### config.mk
export PLATFORM = sky130hd
export DESIGN_NAME = dom_share_encoder
export DESIGN_NICKNAME = d
export VERILOG_FILES = /design/src/rtl/dom_pkg.sv /design/src/rtl/dom_lfsr64.sv /design/src/rtl/dom_share_encoder.sv
export SDC_FILE = /design/constraint.sdc
export NUM_CORES = 1
export LEC_CHECK = 0
export ABC_AREA = 1
export CAP_MARGIN = 20
export CELL_PAD_IN_SITES_DETAIL_PLACEMENT = 1
export CELL_PAD_IN_SITES_GLOBAL_PLACEMENT = 2
export CORE_MARGIN = 3
export CORE_UTILIZATION = 28
export CTS_CLUSTER_DIAMETER = 30
export DETAILED_ROUTE_END_ITERATION = 12
export PLACE_DENSITY = 0.95
export SYNTH_ARGS = -nofsm -noshare
export SYNTH_HDL_FRONTEND = slang
export SYNTH_HIERARCHICAL = 1
export SYNTH_SLANG_ARGS = --single-unit
### constraint.sdc
create_clock -name clk -period 2.8 [get_ports clk]
set_clock_uncertainty 0.1 [all_clocks]
set_input_delay 0.42 -clock clk [delete_from_list [all_inputs] [get_ports clk]]
set_output_delay 0.42 -clock clk [all_outputs]
set_load 0.02 [all_outputs]
### src/rtl/dom_pkg.sv
// Shared types, constants and LFSR step helper for the DOM masking front end.
// Optional seed guard is controlled by DOM_ENC_SEED_GUARD_EN in the top module.
package dom_pkg;

    localparam int LFSR_W = 64;

    // Feedback taps for x^64+x^63+x^61+x^60+1 (state bits 63, 62, 60, 59).
    localparam logic [LFSR_W-1:0] LFSR_TAPS  = 64'hD800_0000_0000_0000;
    localparam logic [LFSR_W-1:0] SEED_GUARD = 64'hDEAD_BEEF_0BAD_F00D;

    typedef enum logic {
        UNSEEDED = 1'b0,
        RUN      = 1'b1
    } enc_state_t;

    function automatic logic [LFSR_W-1:0] lfsr_step(
        input logic [LFSR_W-1:0] state,
        input int unsigned       n
    );
        logic [LFSR_W-1:0] s;
        s = state;
        for (int unsigned i = 0; i < n; i++) begin
            s = {s[LFSR_W-2:0], ^(s & LFSR_TAPS)};
        end
        return s;
    endfunction

endpackage

### src/rtl/dom_lfsr64.sv
// 64-bit Fibonacci LFSR with seed load and an unrolled N-step advance per enable.
// Load has priority over advance; the register is frozen when neither is asserted.
module dom_lfsr64
    import dom_pkg::*;
#(
    parameter int unsigned N = 1
) (
    input  logic              clk,
    input  logic              rst_n,
    input  logic              i_load,
    input  logic [LFSR_W-1:0] i_seed,
    input  logic              i_en,
    output logic [LFSR_W-1:0] o_state
);

    logic [LFSR_W-1:0] r_state;
    logic [LFSR_W-1:0] w_next;

    assign w_next  = lfsr_step(r_state, N);
    assign o_state = r_state;

    always_ff @(posedge clk) begin
        if (!rst_n) begin
            r_state <= '0;
        end else if (i_load) begin
            r_state <= i_seed;
        end else if (i_en) begin
            r_state <= w_next;
        end
    end

endmodule

### src/rtl/dom_share_encoder.sv
// Two-share Boolean masking encoder with seeded LFSR and fresh-randomness output.
// Define DOM_ENC_SEED_GUARD_EN to replace an all-zero seed with a fixed nonzero one.
module dom_share_encoder
    import dom_pkg::*;
#(
    parameter int WIDTH = 20,
    parameter int RND_W = 10
) (
    input  logic              clk,
    input  logic              rst_n,
    input  logic [LFSR_W-1:0] seed_i,
    input  logic              seed_vld_i,
    input  logic [WIDTH-1:0]  d_i,
    input  logic              d_vld_i,
    output logic              d_rdy_o,
    output logic [WIDTH-1:0]  sh_a_o,
    output logic [WIDTH-1:0]  sh_b_o,
    output logic              sh_vld_o,
    input  logic              sh_rdy_i,
    output logic [RND_W-1:0]  rnd_o,
    output logic              seeded_o
);

    generate
        if (WIDTH + RND_W > LFSR_W || WIDTH < 1 || RND_W < 1) begin : g_bad_cfg
            $error("dom_share_encoder: need 1<=WIDTH, 1<=RND_W, WIDTH+RND_W<=64");
        end
    endgenerate

    enc_state_t        r_state;
    enc_state_t        w_state_nxt;
    logic              w_load;
    logic              w_en;
    logic              w_rdy;
    logic              w_acc;
    logic [LFSR_W-1:0] w_seed;
    logic [LFSR_W-1:0] w_lfsr;
    logic [WIDTH-1:0]  w_m;
    logic [RND_W-1:0]  w_rnd;
    logic              w_unused;

    logic [WIDTH-1:0]  r_sh_a;
    logic [WIDTH-1:0]  r_sh_b;
    logic              r_sh_vld;
    logic [RND_W-1:0]  r_rnd;

`ifdef DOM_ENC_SEED_GUARD_EN
    assign w_seed = (seed_i == '0) ? SEED_GUARD : seed_i;
`else
    assign w_seed = seed_i;
`endif

    dom_lfsr64 #(
        .N (WIDTH + RND_W)
    ) u_lfsr (
        .clk     (clk),
        .rst_n   (rst_n),
        .i_load  (w_load),
        .i_seed  (w_seed),
        .i_en    (w_en),
        .o_state (w_lfsr)
    );

    // Mask and fresh randomness come from disjoint slices of the same state.
    assign w_m      = w_lfsr[WIDTH-1:0];
    assign w_rnd    = w_lfsr[WIDTH+RND_W-1:WIDTH];
    assign w_unused = ^w_lfsr;

    always_comb begin
        w_state_nxt = r_state;
        w_load      = 1'b0;
        w_en        = 1'b0;
        w_rdy       = 1'b0;
        unique case (r_state)
            UNSEEDED: begin
                if (seed_vld_i) begin
                    w_load      = 1'b1;
                    w_state_nxt = RUN;
                end
            end
            RUN: begin
                w_load = seed_vld_i;
                w_en   = !seed_vld_i;
                w_rdy  = !seed_vld_i && (!r_sh_vld || sh_rdy_i);
            end
        endcase
    end

    assign w_acc = d_vld_i && w_rdy;

    always_ff @(posedge clk) begin
        if (!rst_n) begin
            r_state <= UNSEEDED;
        end else begin
            r_state <= w_state_nxt;
        end
    end

    // Share A is the only register that ever sees plaintext.
    always_ff @(posedge clk) begin
        if (!rst_n) begin
            r_sh_a <= '0;
        end else if (w_acc) begin
            r_sh_a <= d_i ^ w_m;
        end
    end

    always_ff @(posedge clk) begin
        if (!rst_n) begin
            r_sh_b <= '0;
        end else if (w_acc) begin
            r_sh_b <= w_m;
        end
    end

    always_ff @(posedge clk) begin
        if (!rst_n) begin
            r_sh_vld <= 1'b0;
        end else if (w_acc) begin
            r_sh_vld <= 1'b1;
        end else if (sh_rdy_i) begin
            r_sh_vld <= 1'b0;
        end
    end

    always_ff @(posedge clk) begin
        if (!rst_n) begin
            r_rnd <= '0;
        end else if (r_state == RUN) begin
            r_rnd <= w_rnd;
        end
    end

    assign d_rdy_o  = w_rdy;
    assign sh_a_o   = r_sh_a;
    assign sh_b_o   = r_sh_b;
    assign sh_vld_o = r_sh_vld;
    assign rnd_o    = r_rnd;
    assign seeded_o = (r_state == RUN);

endmodule
==> results.sh <==
export IMPL_stdcell_area_um2=8390
export IMPL_floorplan_initialDensity_pct=28.7
export IMPL_muxShareOfSynthArea_pct=0
export IMPL_synthXorXnorAreaFrac_pct=2.87
export IMPL_fin_util_pct=39.5
export IMPL_synth_edf_count=0
export IMPL_ys_types=21
export IMPL_ys_top_cells_by_area="dfxtp_1, nand2_1, inv_1"
export IMPL_ys_flop_type="dfxtp_1"
export IMPL_rsz0062_at_grt="false"
export IMPL_hold_class="reg -> reg"
export IMPL_die_w_um=154
export IMPL_drt_initial_drc_count=273
export IMPL_die_h_um=154
export IMPL_synth_compound_area_share_pct=7.86
export IMPL_worst_slew_pin_slew_ns=0.495
export IMPL_cts_tree="done"
export IMPL_fillCellCount=2753
export IMPL_grt_overflow=0
export IMPL_yosys_area_share_simple_pct=40.6
export IMPL_ctsResizeCount=0
export IMPL_drive_gt1_share_pct=4.62
export IMPL_synth_top_cell_by_area="dfxtp_1"
export IMPL_first_global_vias=6667
export IMPL_reg2reg_slack_ns=0.99
export IMPL_power_frac_comb_pct=16.1
export IMPL_power_switching_mw=1.38
export IMPL_yosysWarnings=6
export IMPL_fin_hold_ws_ns=0.395
export IMPL_dpl_hpwl_um=14700
export IMPL_status="completed"
export IMPL_cts_hold_buf=0
export IMPL_crit_family="buffers and inverters"
export IMPL_vdd_drop_max_mv=0.359
export IMPL_yosysMostFrequentCell="nand2_1"
export IMPL_cp_end_kind="primary output"
export IMPL_hold_violations=0
export IMPL_swShare_pct=28.2
export IMPL_numCtsBuffers=17
export IMPL_final_nets=1224
export IMPL_p_leak_nw=4.14
export IMPL_syn_cell_area_um2=6100
export IMPL_setup_violations=0
export IMPL_cp_max_fo=3
export IMPL_pre_cts_ws_ns=0.398
export IMPL_cp_data_arrival_time_ns=1.83
export IMPL_clkPwrFrac_pct=46.0
export IMPL_clkTransAtPathRegs_ns=0.05
export IMPL_ant_nets=0
export IMPL_grt_max_degree=46
export IMPL_syn_inst=1005
export IMPL_slew_viol_final=0
export IMPL_grt_usage_pct=17.1
export IMPL_wl_um=20400
export IMPL_clockBufferDepth=2
export IMPL_grt_pass1_wl_um=33200
export IMPL_crit_type="in -> out"
export IMPL_clock_latency_ns=0.42
export IMPL_period_needed_ns=2.35
export IMPL_syn_nets=1094
export IMPL_internal_power_mw=3.50
export IMPL_clkSinkCount=116
export IMPL_required_ns=2.28
export IMPL_vias_per_cell=4.59
export IMPL_postCtsSetupBuffers=0
export IMPL_reg2regPathDepth=7
export IMPL_synth_top_family_by_area="simple AND/OR/NAND/NOR gates"
export IMPL_start_kind="primary input"
export IMPL_fin_ws_ns=0.449
export IMPL_fp_coreArea_um2=21200
export IMPL_max_stage_delay_ns=0.61
export IMPL_io_pins=142
export IMPL_h_tree_depth=4
export IMPL_crit_chain="clkdlybuf4s50_1 -> inv_1 -> nand2_1 -> nand2_1 -> nor2_1 -> clkdlybuf4s50_1"
export IMPL_synthArstFlopShare_pct=0
export IMPL_synthAdderAreaFrac_pct=0
export IMPL_seq_area_frac_synth_pct=38.1
export IMPL_whs_path_depth=2
export IMPL_crit_slowest_cell="clkdlybuf4s50_1"
export IMPL_drc=0
export IMPL_max_freq_mhz=425
export IMPL_cp_buffers_inverters=3
export IMPL_dr_pass1_iters=4
export IMPL_fin_cells=1422
export IMPL_synth_avg_cell_area_um2=6.07
export IMPL_power_frac_seq_pct=37.9
export IMPL_maxCapViolations=0
export IMPL_p_total_mw=4.88
export IMPL_antenna_found_initial=0
export IMPL_ys_ff_latch=116
export IMPL_place_area_um2=7760
export IMPL_routabilityCongestion=0.760
export IMPL_slew_headroom_pct=67.0
export IMPL_timing_final_crit_share_pct=83.9
export IMPL_die_area_um2=23600
export IMPL_diodes=0
export IMPL_vias=6521
export IMPL_crit_cells=6
export IMPL_root_buffer="clkbuf_16"
export IMPL_tns_ns=0
export IMPL_syn_to_final_growth_pct=37.5
export IMPL_synth_common_cells="nand2_1, dfxtp_1, inv_1"
export IMPL_dp_cells=1390
export IMPL_fp_row_count=53
export IMPL_port_buffers=141
export IMPL_powerDensity_nw_per_um2=582
export IMPL_routedWlPerCell_um=14.4
export IMPL_yosysTopAreaCellShare_pct=38.1
[routing by layer]
metal	up-vias	GRT usage [%]	part of all wire, %	wire length (um)
met5	-	0	0	0
met4	0	5.05	0.84	171
met3	12	3.46	3.5	721
met2	94	31.5	51	10400
met1	3078	20.1	45	9100
li1	3337	-	-	-
[cell type report]
| class | count | area [um^2] | share of cell area [%] |
|---|---|---|---|
| tap | 275 | 344 | 4.10 |
| sequential | 116 | 2320 | 27.7 |
| multi-input combinational | 732 | 3140 | 37.5 |
| inverter | 114 | 428 | 5.10 |
| clock inverter | 14 | 176 | 2.10 |
| clock buffer | 17 | 425 | 5.07 |
| timing repair buffer | 154 | 1550 | 18.5 |
[power by group through the flow]
| stage | Combinational [mW] | Sequential (mW) | Clock [mW] |
|---|---|---|---|
| floorplan | 0.408 | 1.90 | 0 |
| global placement | 0.765 | 1.88 | 0 |
| detailed placement | 0.785 | 1.89 | 0 |
| CTS | 0.793 | 1.85 | 2.32 |
| global route | 0.884 | 1.87 | 2.39 |
| finish | 0.785 | 1.85 | 2.25 |
[placed cells by master, fill, tap and decap left out, types with 4 or more instances in the layout]
master,n
xor2_1,20
buf_4,9
nand3_1,59
a22oi_1,30
o21ai_0,13
clkdlybuf4s50_1,139
a21oi_1,32
nor2_1,101
clkbuf_16,17
buf_12,4
inv_1,111
dfxtp_1,116
nand2_1,465
inv_6,4
[cells by family (layout without fill, tap and decap cells)]
logic type | after synthesis | after routing
DFF | 116 | 116
and+or+nand+nor | 632 | 632
AOI/OAI and AO/OA | 80 | 80
xor gates and xnor gates | 20 | 20
buffers and inverters | 157 | 299
[path summary, 6_finish.rpt]
path | startpoint | end
setup / recovery | sh_rdy_i | d_rdy_o
hold / removal | rnd_o[8] | rnd_o[8]
setup reg to reg | seeded_o | sh_a_o[4]
hold reg to reg | rnd_o[8] | rnd_o[8]
[state kept, by name, indices dropped and copies added, names as in the netlist]
register	cells
u_lfsr/o_state	64
sh_a_o	20
sh_b_o	20
rnd_o	10
seeded_o	1
sh_vld_o	1
[worst min-delay path: stages (launching register included)]
cell	delay [ns]
dfxtp_1	0.32
o21ai_0	0.07
nor2_1	0.07
Power figures use the tool's default switching activity.
